[config.mk]
export PLATFORM = sky130hd
export DESIGN_NAME = hsync_generator_flat
export DESIGN_NICKNAME = d
export VERILOG_FILES = /design/src/rtl/hsync_generator_if.sv /design/src/rtl/hsync_generator.sv /design/src/flat_wrapper.sv
export SDC_FILE = /design/constraint.sdc
export NUM_CORES = 1
export LEC_CHECK = 0
export CORE_MARGIN = 2
export CORE_UTILIZATION = 40
export CTS_CLUSTER_DIAMETER = 30
export DETAILED_ROUTE_END_ITERATION = 12
export PLACE_DENSITY = 0.66
export SYNTH_ARGS = -nofsm -noshare
export SYNTH_HDL_FRONTEND = slang
export SYNTH_SLANG_ARGS = --single-unit
export TNS_END_PERCENT = 1
[constraint.sdc]
create_clock -name CLK -period 8.5 [get_ports CLK]
set_input_delay 2.125 -clock CLK [delete_from_list [all_inputs] [get_ports CLK]]
set_output_delay 2.125 -clock CLK [all_outputs]
set_load 0.02 [all_outputs]
[src/rtl/hsync_generator_if.sv]
// rtl/hsync_generator_if.sv - horizontal timing configuration and status bundle
//
// Purpose: groups the horizontal segment lengths (driven by the timing
// master) and the pixel-rate/position/sync outputs (driven by the generator).
// Ports:
//   ActiveVideo, FrontPorch, SynchPulse, BackPorch : segment lengths in pixels
//   PixelTick : one-CLK pixel-rate enable
//   xposition : current pixel column
//   hsync     : active-low horizontal sync
//   ActiveX   : high while xposition is inside the active-video segment
//   LineEnd   : one-CLK end-of-line pulse for the vertical timer
interface hsync_generator_if #(
  parameter int xresolution = 10
);
  logic [xresolution-1:0] ActiveVideo;
  logic [xresolution-1:0] FrontPorch;
  logic [xresolution-1:0] SynchPulse;
  logic [xresolution-1:0] BackPorch;
  logic                   PixelTick;
  logic [xresolution-1:0] xposition;
  logic                   hsync;
  logic                   ActiveX;
  logic                   LineEnd;

  modport master (
    output ActiveVideo, FrontPorch, SynchPulse, BackPorch,
    input  PixelTick, xposition, hsync, ActiveX, LineEnd
  );

  modport slave (
    input  ActiveVideo, FrontPorch, SynchPulse, BackPorch,
    output PixelTick, xposition, hsync, ActiveX, LineEnd
  );
endinterface

[src/rtl/hsync_generator.sv]
// rtl/hsync_generator.sv - horizontal video timing generator with pixel divider
//
// Purpose: divides CLK down to a pixel rate, walks xcount across a line made of
// Active, FrontPorch, SynchPulse and BackPorch segments, and decodes hsync,
// ActiveX and a one-cycle LineEnd pulse. Segment lengths are captured into
// shadow registers at line wrap so mid-line input changes affect the next line.
// Ports:
//   CLK   : system clock, rising edge
//   RESET : synchronous active-low reset
//   tif   : hsync_generator_if slave (segment lengths in, timing outputs out)
module hsync_generator #(
  parameter int xresolution = 10,
  parameter int PixelDivide = 4
) (
  input  logic              CLK,
  input  logic              RESET,
  hsync_generator_if.slave  tif
);
  localparam int XW = xresolution;
  // Two guard bits: the four-way sum of XW-bit values never overflows SW bits.
  localparam int SW = xresolution + 2;
  localparam logic [7:0]    DivLast  = 8'(PixelDivide - 1);
  localparam logic [SW-1:0] TotalMax = {1'b0, 1'b1, {XW{1'b0}}};

  logic [7:0]    divcount_q, divcount_d;
  logic [XW-1:0] xcount_q, xcount_d;
  logic          line_end_q, line_end_d;
  logic [XW-1:0] act_q, fp_q, sp_q, bp_q;

  logic          pixel_tick;
  logic          advance;
  logic          wrap;
  logic [SW-1:0] sum_all;
  logic [SW-1:0] total;
  logic [SW-1:0] x_ext;
  logic [SW-1:0] sync_start;
  logic [SW-1:0] sync_stop;
  logic          sync_low;

  always_comb begin
    sum_all    = SW'(act_q) + SW'(fp_q) + SW'(sp_q) + SW'(bp_q);
    total      = (sum_all > TotalMax) ? TotalMax : sum_all;
    x_ext      = SW'(xcount_q);
    sync_start = SW'(act_q) + SW'(fp_q);
    sync_stop  = sync_start + SW'(sp_q);
    sync_low   = (x_ext >= sync_start) && (x_ext < sync_stop);
    pixel_tick = (divcount_q == DivLast);
    // A zero-length line never advances, so it can never wrap either.
    advance    = pixel_tick && (total != '0);
    wrap       = advance && (x_ext == total - SW'(1));
  end

  always_comb begin
    divcount_d = pixel_tick ? 8'd0 : divcount_q + 8'd1;
    xcount_d   = xcount_q;
    if (advance) begin
      xcount_d = wrap ? '0 : xcount_q + XW'(1);
    end
    line_end_d = wrap;
  end

  always_ff @(posedge CLK) begin
    if (!RESET) begin
      divcount_q <= '0;
      xcount_q   <= '0;
      line_end_q <= 1'b0;
    end else begin
      divcount_q <= divcount_d;
      xcount_q   <= xcount_d;
      line_end_q <= line_end_d;
    end
  end

  // Shadows track the inputs throughout reset so the first line after
  // release already uses the programmed lengths.
  always_ff @(posedge CLK) begin
    if (!RESET || wrap) begin
      act_q <= tif.ActiveVideo;
      fp_q  <= tif.FrontPorch;
      sp_q  <= tif.SynchPulse;
      bp_q  <= tif.BackPorch;
    end
  end

  assign tif.PixelTick = pixel_tick;
  assign tif.xposition = xcount_q;
  assign tif.LineEnd   = line_end_q;
  // During reset the shadows lag the inputs by a cycle, so the reset values of
  // hsync and ActiveX are forced here rather than decoded.
  assign tif.hsync     = !RESET || !sync_low;
  assign tif.ActiveX   = RESET ? (x_ext < SW'(act_q)) : (tif.ActiveVideo != '0);
endmodule

[src/flat_wrapper.sv]
// flat-port wrapper written by rule: the top's interface ports become plain ports
module hsync_generator_flat 
#(
  parameter int xresolution = 10,
  parameter int PixelDivide = 4
)
  (CLK, RESET, tif_ActiveVideo, tif_FrontPorch, tif_SynchPulse, tif_BackPorch, tif_PixelTick, tif_xposition, tif_hsync, tif_ActiveX, tif_LineEnd);
  hsync_generator_if #(.xresolution(xresolution)) tif_i ();
  input  logic CLK;
  input  logic RESET;
  input wire logic [$bits(tif_i.ActiveVideo)-1:0] tif_ActiveVideo;
  input wire logic [$bits(tif_i.FrontPorch)-1:0] tif_FrontPorch;
  input wire logic [$bits(tif_i.SynchPulse)-1:0] tif_SynchPulse;
  input wire logic [$bits(tif_i.BackPorch)-1:0] tif_BackPorch;
  output wire logic [$bits(tif_i.PixelTick)-1:0] tif_PixelTick;
  output wire logic [$bits(tif_i.xposition)-1:0] tif_xposition;
  output wire logic [$bits(tif_i.hsync)-1:0] tif_hsync;
  output wire logic [$bits(tif_i.ActiveX)-1:0] tif_ActiveX;
  output wire logic [$bits(tif_i.LineEnd)-1:0] tif_LineEnd;
  assign tif_i.ActiveVideo = tif_ActiveVideo;
  assign tif_i.FrontPorch = tif_FrontPorch;
  assign tif_i.SynchPulse = tif_SynchPulse;
  assign tif_i.BackPorch = tif_BackPorch;
  assign tif_PixelTick = tif_i.PixelTick;
  assign tif_xposition = tif_i.xposition;
  assign tif_hsync = tif_i.hsync;
  assign tif_ActiveX = tif_i.ActiveX;
  assign tif_LineEnd = tif_i.LineEnd;
  hsync_generator #(.xresolution(xresolution), .PixelDivide(PixelDivide)) u_core (.CLK(CLK), .RESET(RESET), .tif(tif_i));
endmodule
; ---- Yosys cells after proc, flatten, opt, wreduce, memory -nomap -nowiden
; Cells that the tools add are included.
[totals]
in_bits = 42
reg_bits = 59
output_inout_bits = 14
[op_classes]
addsub = 6
bitwise_logic = 1
n_mux = 3
eq_ne = 2
magnitude_cmp = 4
reduce_logical = 10
[op_table]
columns = operator, count
row1 = adder 12 x 10 -> 12 bit, 2
row2 = equality test 10 x 12 -> 1 bit, 1
row3 = >= comparator 10 x 12 -> 1 bit, 1
row4 = greater-than comparator 12 x 11 -> 1 bit (second input constant), 1
row5 = less-than comparator 10 x 12 -> 1 bit, 1
row6 = 2-to-1 mux 12 bit, 1
row7 = nonzero test 12 bit, 1
row8 = subtractor 12 x 1 -> 12 bit (second input constant), 1
row9 = adder 10 x 10 -> 11 bit, 1
row10 = adder 10 x 1 -> 10 bit (second input constant), 1
row11 = less-than comparator 10 bit, 1
row12 = 2-to-1 mux 10 bit, 1
row13 = nonzero test 10 bit, 1
row14 = adder 8 x 1 -> 8 bit (second input constant), 1
row15 = equality test 8 x 2 -> 1 bit (second input constant), 1
row16 = logical AND 1 bit, 3
row17 = zero test 1 bit, 2
row18 = logical OR 1 bit, 2
row19 = OR reduction 2 bit, 1
row20 = 2-to-1 mux 1 bit, 1
row21 = NOT 1 bit, 1

; ---- Logic depth before layout (Yosys ltp)
[depth]
word_depth = 9
mapped_depth = 31
ltp_nobuf = 31

; ---- Worst setup path after synthesis
; OpenSTA, ideal clock, no wires.
[synth_path]
path_type = register -> register
start = register u_core.act_q[0]
end = register u_core.act_q[0], enable pin
path_stages_with_launch = 30
setup_ps = 393
path_slack_ps = 1044
t_required_ps = 8107
period_less_slack_ps = 7456
t_arrival_ps = 7063
path_cell_list = edfxtp_1 > ha_1 > fa_1 > a21oi_1 > o21ba_2 > xnor2_1 > ha_1 > and2_1 > a221o_1 > a31oi_1 > o21bai_1 > a21oi_1 > xnor2_1 > ha_1 > clkbuf_1 > a211o_1 > a211oi_1 > o221ai_1 > a2111oi_4 > nand3_1 > a21oi_1 > nand2_1 > ha_1 > clkbuf_1 > and3_1 > o21ai_0 > o2111ai_1 > a211oi_1 > o2111ai_2 > o21ai_4
[synth_via]
elab_chain_cells = 9
elab_cells_between_ends = 11
cone_classes = 4 x add/sub / 1 x order compare / 1 x eq/ne / 1 x mux / 4 x reduce/logical
[synth_rtl]
columns = element, line_no
row1 = start: declaration, hsync_generator.sv:28  ; logic [XW-1:0] act_q, fp_q, sp_q, bp_q;
row2 = start signal: assignment, hsync_generator.sv:78  ; act_q <= tif.ActiveVideo;
row3 = adder 10 x 10 -> 11 bit (*), hsync_generator.sv:41  ; sum_all = SW'(act_q) + SW'(fp_q) + SW'(sp_q) + SW'(bp_q);
row4 = adder 12 x 10 -> 12 bit (*) (2 in a row), hsync_generator.sv:41
row5 = greater-than comparator 12 x 11 -> 1 bit, hsync_generator.sv:42  ; total = (sum_all > TotalMax) ? TotalMax : sum_all;
row6 = 2-to-1 mux 12 bit (*), hsync_generator.sv:42
row7 = subtractor 12 x 1 -> 12 bit or nonzero test 12 bit (tied branches), "hsync_generator.sv:50, hsync_generator.sv:49"
row8 = equality test 10 x 12 -> 1 bit or logical AND 1 bit (tied branches), "hsync_generator.sv:50, hsync_generator.sv:49"
row9 = logical AND 1 bit (*), hsync_generator.sv:50  ; wrap = advance && (x_ext == total - SW'(1));
row10 = logical OR 1 bit (*), hsync_generator.sv:77  ; if (!RESET || wrap) begin
; Mark *: on every way between the ends. The rest lies on a longest branch, timed or not.
; A chain may end at the register's enable or synchronous reset.

; ---- Worst setup path after layout
[layout_path]
start = register u_core.act_q[0]
end = register u_core.act_q[3], enable pin
; Same word-level chain as after synthesis.

==> metrics <==
clock buffer depth=2; Lkg Pwr=2.62 nW; CTS buffer count=9; Power Internal=0.961 mW; outcome=finished clean; routed len/inst=16.6 um; Setup Skew=about 12 ps; Slew Limit Fails=0; critical path's slowest cell=fa_1; CTS H-tree depth=3; Worst Hold Depth=1; HP Start=u_core.divcount_q[0]$_SDFF_PP0_; Yosys warning count=0; IO Count=56; final hold vios=0; Post-synth EDFFs=40; vias per cell=around 5.6; top cell type's share of synthesized area=0.246; synthesized instance count=~500; Post-Syn Nets=625; die height=114 um; reg2reg path depth=29; share of layout cells above drive strength 1=0.0572; most frequent cell on the critical path=ha_1; Die Wd=114 um; sequential power share=0.201; CP delay by family, top=compound AO/OA/AOI/OAI gates; Critical Path RT=8510 ps; Antenna Cells=0; clock-pin transition on the worst setup and hold timing paths=approximately 50 ps; CP Class=reg2reg; worst hold path type=reg2reg; sw frac=0.417; Area Overhead vs Synth=21.5%; Non-Filler Instances=about 720; maximum vdd ir drop=0.000143 V; Post-Syn Area=0.00488 mm^2; Setup Fix Bufs, Post-CTS=0; site row count=40; fin area=0.00593 mm^2; Area contributors post-synth=edfxtp_1 (25%), ha_1 (17%), dfxtp_1 (7.8%), xnor2_1 (4.8%), a21o_1 (4.3%); FMAX=127 MHz; crit end category=flop; detailed-route via count=4,075; Crit Path Max Fanout=44; router iterations before antenna repair=5; dpl cell area=between 0.005 and 0.006 mm^2; Buf+Inv Stages, Crit Path=1; initial antenna violation count=0; Worst path max stage delay=410 ps; Post-synth top flop=edfxtp_1; largest net degree at the start of global routing=45; sequential-to-total area share from yosys stat=0.324; worst skew pair latency=between 300 and 400 ps; hpwl dp=9190 um; R2R Path End=u_core.act_q[3]$_DFFE_PP_; gpl congestion=between 0.8 and 0.9; Sinks on Clock Net=59; Clock power frac=0.236; reg2reg setup slack=630 ps; Routed WL=12,100 um; iteration-0 DRC count of the detailed router=220; clock root cell=clkbuf_16; placed insts=708; CTS tree=built; dominant cell type by area after synthesis=edfxtp_1; DRC Markers=0; cell with the most instances after synthesis=ha_1; Syn Area/Cell=9.50 um^2; library cells used by synthesis=68; Slew headroom=0.566; die area=about 0.013 mm^2; number of global-route vias before repair=between 3,000 and 4,000; global route overflow=0; FFs w/ async S/R, synth=0; Initial Util=0.408; Comb power frac=0.563; post-synthesis register bit count=59; Setup crit start kind=flop; P_sw=0.686 mW; RSZ-0062 raised after global routing=no; Hold Crit Endpoint=u_core.divcount_q[0]$_SDFF_PP0_; number of port buffers=55; Synth top cells by count=ha_1 (66), inv_1 (42), edfxtp_1 (40), a21oi_1 (39), nand2_1 (31); Period minus WS final=7870 ps; RR Startpoint=u_core.act_q[0]$_DFFE_PP_; max_cap viols=0; Critical Path AT=7880 ps; Worst-Margin Slew=645 ps; # nets final=683; remaining antenna violation count after routing=0; Power Dens Cells=~280 mW/mm^2; total track usage=0.192; Final Cycle Share=0.926; first-pass GRT wire length=19,500 um; Final setup viols=0; Core Box Area=0.0120 mm^2; Setup TNS=0 ps; total power=roughly 1.6 mW
## worst register-to-register path: cells and delay by family, from the launching register on
kind | cells | cell delay [ps]
xor+xnor | 2 | 370
compound gates | 16 | 4080
mux | 1 | 60
fa+ha+maj | 5 | 1690
simple gates | 4 | 620
buf+inv | 1 | 280
flops | 1 | 390
## placed cells by master, fill, tap and decap left out, types with 8 or more instances in the layout
| master | count |
|---|---|
| o21ai_0 | 15 |
| nand3_1 | 19 |
| and3_1 | 8 |
| xnor2_1 | 27 |
| nor2_1 | 29 |
| ha_1 | 66 |
| nand2_1 | 31 |
| inv_1 | 42 |
| a21oi_1 | 38 |
| a21o_1 | 28 |
| edfxtp_1 | 40 |
| dfxtp_1 | 19 |
| clkbuf_16 | 9 |
| clkdlybuf4s50_1 | 55 |
| xor2_1 | 20 |
## per-stage QoR
step	worst slack, ps	utilization	hold slack (ps)
2_1_floorplan	1040	-	413
3_3_place_gp	687	0.468	422
3_5_place_dp	502	0.468	434
4_1_cts	423	0.495	448
5_1_grt	9.75	0.496	492
6_report	631	0.496	454
## routing by layer
layer  wire length [um]  track usage  part of all wire
met2               5680        0.327              0.47
met5                  0            0                 0
met3                423       0.0408             0.035
met1               5640        0.239              0.47
met4                304       0.0707             0.025
## flip-flops by register name, summed over array words and instances, names as in the netlist
name                  cells
u_core.bp_q              10
u_core.fp_q              10
u_core.sp_q              10
u_core.tif.xposition     10
u_core.divcount_q         8
u_core.act_q             10
u_core.tif.LineEnd        1
## logic make-up (layout without fill, tap and decap cells)
family	after synthesis	count (layout)	share of synthesized area
compound gates	147	147	0.218
simple gates	136	136	0.143
fa+ha+maj	69	69	0.181
flops	59	59	0.324
buf+inv	52	115	0.0408
xor+xnor	47	47	0.0843
mux	4	4	0.00820
## how the worst max path moves through the flow
stage	slack (ps)	to	start	cells after the start
2_1_floorplan	1040	u_core.act_q[0]$_DFFE_PP_	u_core.act_q[0]$_DFFE_PP_	29
3_3_place_gp	690	u_core.fp_q[1]$_DFFE_PP_	u_core.act_q[0]$_DFFE_PP_	29
3_5_place_dp	500	u_core.bp_q[1]$_DFFE_PP_	u_core.act_q[0]$_DFFE_PP_	29
4_1_cts	420	u_core.fp_q[7]$_DFFE_PP_	u_core.act_q[0]$_DFFE_PP_	29
5_1_grt	10	u_core.bp_q[0]$_DFFE_PP_	u_core.act_q[0]$_DFFE_PP_	28
6_report	630	u_core.act_q[3]$_DFFE_PP_	u_core.act_q[0]$_DFFE_PP_	29
## power by group through the flow
stage / combinational (mW) / sequential, mW / clock [mW]
floorplan: 0.713 / 0.334 / 0
global placement: 0.898 / 0.337 / 0
detailed placement: 0.905 / 0.337 / 0
CTS: 0.914 / 0.332 / 0.398
global route: 1.03 / 0.333 / 0.411
finish: 0.927 / 0.332 / 0.389
## final cells by class
class	instances	area, um^2
Fill cell	1096	6030
Multi-Input combinational cell	403	3120
Sequential cell	59	1580
Timing Repair Buffer	57	578
Clock buffer	13	250
Tap cell	147	184
Inverter	42	158
Clock inverter	3	63.8
## repair_timing
action / CTS / global route
endpoints found under the setup margin: 0 / 47
hold buffers: 0 / 0
gates resized for setup: 0 / 3
Note: power is estimated with default switching activity, not from simulation.
